--- src/rtl/game_ctrl_core.sv ---
// Game-control core: synchronised/debounced jump button, IDLE/RUN/DEAD run state,
// start-latched speed/difficulty levels and a phase-accumulator game tick.
module game_ctrl_core #(
  parameter int ACC_W           = 27,
  parameter int SPEED_IN_W      = 4,
  parameter int DIFF_IN_W       = 4,
  parameter int STEP_BASE       = 2,
  parameter int STEP_INC        = 1,
  parameter int DEBOUNCE_CYCLES = 1000000
) (
  input  logic                                 CLK100MHZ,
  input  logic                                 reset_btn,
  input  logic                                 jump_btn,
  input  logic [SPEED_IN_W-1:0]                speed_in,
  input  logic [DIFF_IN_W-1:0]                 difficulty_in,
  input  logic                                 isdead,
  output logic                                 jump_pulse,
  output logic                                 start_pulse,
  output logic                                 run,
  output logic                                 dead,
  output logic                                 game_tick,
  output logic [$clog2(SPEED_IN_W+1)-1:0]      speed_level,
  output logic [$clog2(DIFF_IN_W+1)-1:0]       difficulty_level
);

  localparam int SPD_LW = $clog2(SPEED_IN_W+1);
  localparam int DIF_LW = $clog2(DIFF_IN_W+1);
  localparam int CNT_W  = $clog2(DEBOUNCE_CYCLES+1);

  typedef enum logic [1:0] {S_IDLE, S_RUN, S_DEAD} state_t;

  // Level = 1 + index of highest set bit, 0 when the bus is empty.
  function automatic logic [SPD_LW-1:0] f_spd_lvl(input logic [SPEED_IN_W-1:0] v);
    f_spd_lvl = '0;
    for (int i = 0; i < SPEED_IN_W; i++)
      if (v[i]) f_spd_lvl = SPD_LW'(i + 1);
  endfunction

  function automatic logic [DIF_LW-1:0] f_dif_lvl(input logic [DIFF_IN_W-1:0] v);
    f_dif_lvl = '0;
    for (int i = 0; i < DIFF_IN_W; i++)
      if (v[i]) f_dif_lvl = DIF_LW'(i + 1);
  endfunction

  logic              r_sync1, r_sync2, r_stable, r_stable_d, r_jump_pulse;
  logic [CNT_W-1:0]  r_cnt;
  logic [CNT_W-1:0]  w_cnt_inc;

  state_t            r_state, w_next;
  logic              r_run, r_dead, r_start, r_tick;
  logic [SPD_LW-1:0] r_speed_level;
  logic [DIF_LW-1:0] r_diff_level;
  logic [ACC_W-1:0]  r_acc;
  logic [ACC_W:0]    w_step_raw;
  logic [ACC_W-1:0]  w_step;
  logic [ACC_W:0]    w_sum;
  logic              w_start_go;

  assign w_cnt_inc = r_cnt + CNT_W'(1);

  always_ff @(posedge CLK100MHZ) begin
    if (reset_btn) begin
      r_sync1      <= 1'b0;
      r_sync2      <= 1'b0;
      r_stable     <= 1'b0;
      r_stable_d   <= 1'b0;
      r_jump_pulse <= 1'b0;
      r_cnt        <= '0;
    end else begin
      r_sync1    <= jump_btn;
      r_sync2    <= r_sync1;
      r_stable_d <= r_stable;
      r_jump_pulse <= r_stable & ~r_stable_d;
      if (r_sync2 != r_stable) begin
        if (w_cnt_inc == CNT_W'(DEBOUNCE_CYCLES)) begin
          r_stable <= r_sync2;
          r_cnt    <= '0;
        end else begin
          r_cnt <= w_cnt_inc;
        end
      end else begin
        r_cnt <= '0;
      end
    end
  end

  always_comb begin
    w_next = r_state;
    case (r_state)
      S_IDLE:  if (r_jump_pulse) w_next = S_RUN;
      S_RUN:   if (isdead)       w_next = S_DEAD;
      S_DEAD:  if (r_jump_pulse) w_next = S_IDLE;
      default: w_next = S_IDLE;
    endcase
  end

  assign w_start_go = (r_state == S_IDLE) && (w_next == S_RUN);

  // Step is formed one bit wider than the accumulator so saturation is visible.
  assign w_step_raw = (ACC_W+1)'(STEP_BASE) + (ACC_W+1)'(STEP_INC) * (ACC_W+1)'(r_speed_level);
  assign w_step     = (w_step_raw > {1'b0, {ACC_W{1'b1}}}) ? {ACC_W{1'b1}} : w_step_raw[ACC_W-1:0];
  assign w_sum      = {1'b0, r_acc} + {1'b0, w_step};

  always_ff @(posedge CLK100MHZ) begin
    if (reset_btn) begin
      r_state       <= S_IDLE;
      r_run         <= 1'b0;
      r_dead        <= 1'b0;
      r_start       <= 1'b0;
      r_tick        <= 1'b0;
      r_acc         <= '0;
      r_speed_level <= '0;
      r_diff_level  <= '0;
    end else begin
      r_state <= w_next;
      r_run   <= (w_next == S_RUN);
      r_dead  <= (w_next == S_DEAD);
      r_start <= w_start_go;
      if (w_start_go) begin
        r_speed_level <= f_spd_lvl(speed_in);
        r_diff_level  <= f_dif_lvl(difficulty_in);
      end
      // Accumulate only while staying in RUN, so the tick never outlives run.
      if ((r_state == S_RUN) && (w_next == S_RUN)) begin
        r_acc  <= w_sum[ACC_W-1:0];
        r_tick <= w_sum[ACC_W];
      end else begin
        r_acc  <= '0;
        r_tick <= 1'b0;
      end
    end
  end

  assign jump_pulse       = r_jump_pulse;
  assign start_pulse      = r_start;
  assign run              = r_run;
  assign dead             = r_dead;
  assign game_tick        = r_tick;
  assign speed_level      = r_speed_level;
  assign difficulty_level = r_diff_level;

endmodule

--- config.mk ---
export PLATFORM = sky130hd
export DESIGN_NAME = game_ctrl_core
export DESIGN_NICKNAME = d
export VERILOG_FILES = /design/src/rtl/game_ctrl_core.sv
export SDC_FILE = /design/constraint.sdc
export NUM_CORES = 1
export LEC_CHECK = 0
export CORE_ASPECT_RATIO = 2
export CORE_UTILIZATION = 45
export CTS_CLUSTER_DIAMETER = 60
export DETAILED_ROUTE_END_ITERATION = 16
export HOLD_SLACK_MARGIN = 0.1
export PLACE_DENSITY = 0.68
export SYNTH_ARGS = -nofsm -noshare
export SYNTH_HDL_FRONTEND = slang
export SYNTH_SLANG_ARGS = --single-unit
--- constraint.sdc ---
create_clock -name CLK100MHZ -period 5.4 [get_ports CLK100MHZ]
set_input_delay 0.54 -clock CLK100MHZ [delete_from_list [all_inputs] [get_ports CLK100MHZ]]
set_output_delay 0.54 -clock CLK100MHZ [all_outputs]
set_load 0.005 [all_outputs]
==> results.md <==
- Initial antenna violation count: 0
- Clock sink count: 64
- RSZ-0062 raised after global routing: no
- Synthesized net count: 366
- Initial Util: 47.11%
- Latest clock arrival within the worst-skew pair: 0.33 ns
- Length in cells of the worst reg-to-reg path: 7
- Hold path cells: 1
- Rows: 41
- Peak Freq: 385.7 MHz
- Worst-path fanout max: 17
- Result of the run: complete, no violations
- Clock-pin slew on the worst setup and hold paths: 0.05 ns
- Post-Route Skew: 0.006273 ns
- P_int: 0.8300 mW
- Layout cells sized above 1: 6.486%
- Drt total wl: 5.846 mm
- Combinational Power Share: 1.5%
- Final setup violation count: 0
- Async SR Flop Fraction: 0%
- Die Span Y: 117.4 µm
- Max Slew Vio Count: 0
- # diodes: 0
- Ys flop type: dfxtp_1
- Residual DRC: 0
- Critical Path AT: 2.81 ns
- Filler cell count: 626
- Commonest non-fill, non-tap cells in the layout: 64 x dfxtp_1, 58 x nor2_1, 22 x clkdlybuf4s50_1, 19 x xor2_1
- Synth warn: 0
- Cts hold-fix bufs: 0
- First DRT Iteration DRCs: 93
- DP HPWL: 4.152 mm
- Part of the power in registers: 46.0%
- Area leader, netlist: dfxtp_1
- Final nets: 385
- Post-cts repair resize count: 0
- CP startpoint kind: flip-flop
- Remaining global-route overflow: 0
- Most common cell after layout, fill and taps aside: dfxtp_1
- VDD IR max: 228.5 µV
- Final std cells w/o fill: 456
- Post-synthesis area per instance: 8.661 µm²
- Synth Register Bits: 64
- Die area: 7009 µm²
- Max-slew headroom: 34.61%
- Sequential area share after synthesis: 42.76%
- CTS tree: built
- PwrDens: 290.7 nW/µm²
- Vias in the first global route: 2324
- Top cell type's share of synthesized area: 42.76%
- First-pass GRT wire length: 9.770 mm
- Clock Power Share: 52.5%
- CP Class: reg2reg
- P_sw: 0.2007 mW
- Total CTS buffers: 9
- Worst path required time: 5.62 ns
- Dpl cells: 440
- Synthesized instance count: 346
- Max Cap Viol: 0
- Max Root-Sink Buffers: 2
- CTS root buffer: clkbuf_16
- TNS Setup: 0 ns
- Tcrit/Tclk final: 48.01%
- Synthesized area: 2997 µm²
- CTS HTree Levels: 3
- Leakage: 1.244 nW
- Total Power: 1.031 mW
- Core area: 6361 µm²
- TritonRoute pass-1 iters: 4
- Via count: 2360
- Min Tclk post-route: 2.592 ns
- Fin. Hold Viols: 0
- Post-synth EDFFs: 0
- Tightest Pin Transition: 0.9808 ns
- WL per Instance: 12.82 µm
- Die width: 59.70 µm
- Setup bufs post-CTS: 0
- Total GRT Usage: 18.41%
- Gpl congestion: 0.8006
- Via density per instance: 5.175
- I/O Pins: 23
- Syn-to-layout area delta: 18.33%
- Number of I/O port buffers: 22
- Switching part of the total power: 19.47%
- DRT antenna net count: 0
- Critical path endpoint category: flip-flop
- Netlist cell types: 46
- Min-Delay Path Class: reg2reg
- Synth area leaders: dfxtp_1 43%, nor2_1 7.3%, xor2_1 5.6%, xnor2_1 5.3%, a21oi_1 3.0%
- Largest net degree at the start of global routing: 31
[power by group through the flow]
stage               Combinational, mW  Clock, mW  Sequential (mW)
detailed placement             0.0151          0            0.484
global route                   0.0162      0.573            0.474
floorplan                     0.00520          0            0.484
global placement               0.0149          0            0.484
finish                         0.0150      0.541            0.474
CTS                            0.0152      0.554            0.474
[stage by stage]
step                instance area (µm²)  setup slack (ns)  hold slack [ns]  utilization [%]
floorplan                          2997             3.084           0.3682                -
global placement                   3259             2.788           0.3747            51.24
detailed placement                 3259             2.755           0.3814            51.24
CTS                                3546             2.828           0.3921            55.74
global route                       3546             2.627           0.4056            55.74
finish                             3546             2.808           0.3876            55.74
[area by class of cell]
type	instances	area, µm²	area share [%]
Clock buffer	14	274.0	7.728
Sequential cell	64	1281	36.13
Clock inverter	2	12.51	0.3529
Inverter	18	67.56	1.905
Tap cell	86	107.6	3.035
Timing Repair Buffer	22	220.2	6.210
Multi-Input combinational cell	250	1583	44.64
[cell usage after synthesis, drive strengths merged (3+ instances only)]
cell,n
and2,3
o21ai,10
buf,5
mux2i,3
or3,9
ha,7
a21oi,18
nor2,59
inv,18
nand2,17
dfxtp,64
nand3,12
nor2b,5
nand4,16
nand2b,5
xor2,19
clkbuf,9
o21bai,3
nor4,7
xnor2,18
and3,6
nor3,13
[sequential cells by signal (all words and copies together), names as in the netlist]
signal	cells
r_acc	27
r_stable_d	1
difficulty_level	3
r_cnt	20
r_sync1	1
start_pulse	1
r_sync2	1
run	1
game_tick	1
jump_pulse	1
r_stable	1
speed_level	3
r_state	2
dead	1
[cell families (layout without fill, tap and decap cells)]
family                     count (synthesis)  count (layout)  share of synthesized area [%]
and+or+nand+nor                          161             161                          28.23
DFF                                       64              64                          42.76
AOI/OAI and AO/OA                         40              40                          8.685
xor gates and xnor gates                  37              37                          10.81
buffers and inverters                     32              56                          4.426
adders and majority gates                  8               8                          3.591
muxes                                      4               4                          1.503
[metal layers]
metal	part of all wire, %	global-route usage [%]
met1	39	17.20
met2	55	32.99
met3	3.0	5.843
met4	3.0	10.17
met5	0	0
[path summary, 6_finish.rpt]
kind                         start               endpoint  slack (ns)
max            r_cnt[0]$_SDFF_PP0_   r_cnt[16]$_SDFF_PP0_        2.81
min          r_stable_d$_SDFF_PP0_  jump_pulse$_SDFF_PP0_        0.39
max reg2reg    r_cnt[0]$_SDFF_PP0_   r_cnt[16]$_SDFF_PP0_        2.81
min reg2reg  r_stable_d$_SDFF_PP0_  jump_pulse$_SDFF_PP0_        0.39
[worst max-delay path, stage by stage, from the launching register on]
cell      delay, ns
dfxtp_1        0.47
ha_1           0.31
nand3_1        0.21
or3_4          0.42
nor3_1         0.26
o221ai_2       0.18
o21bai_4       0.42
and2b_1        0.23
(Power assumes the default switching activity.)
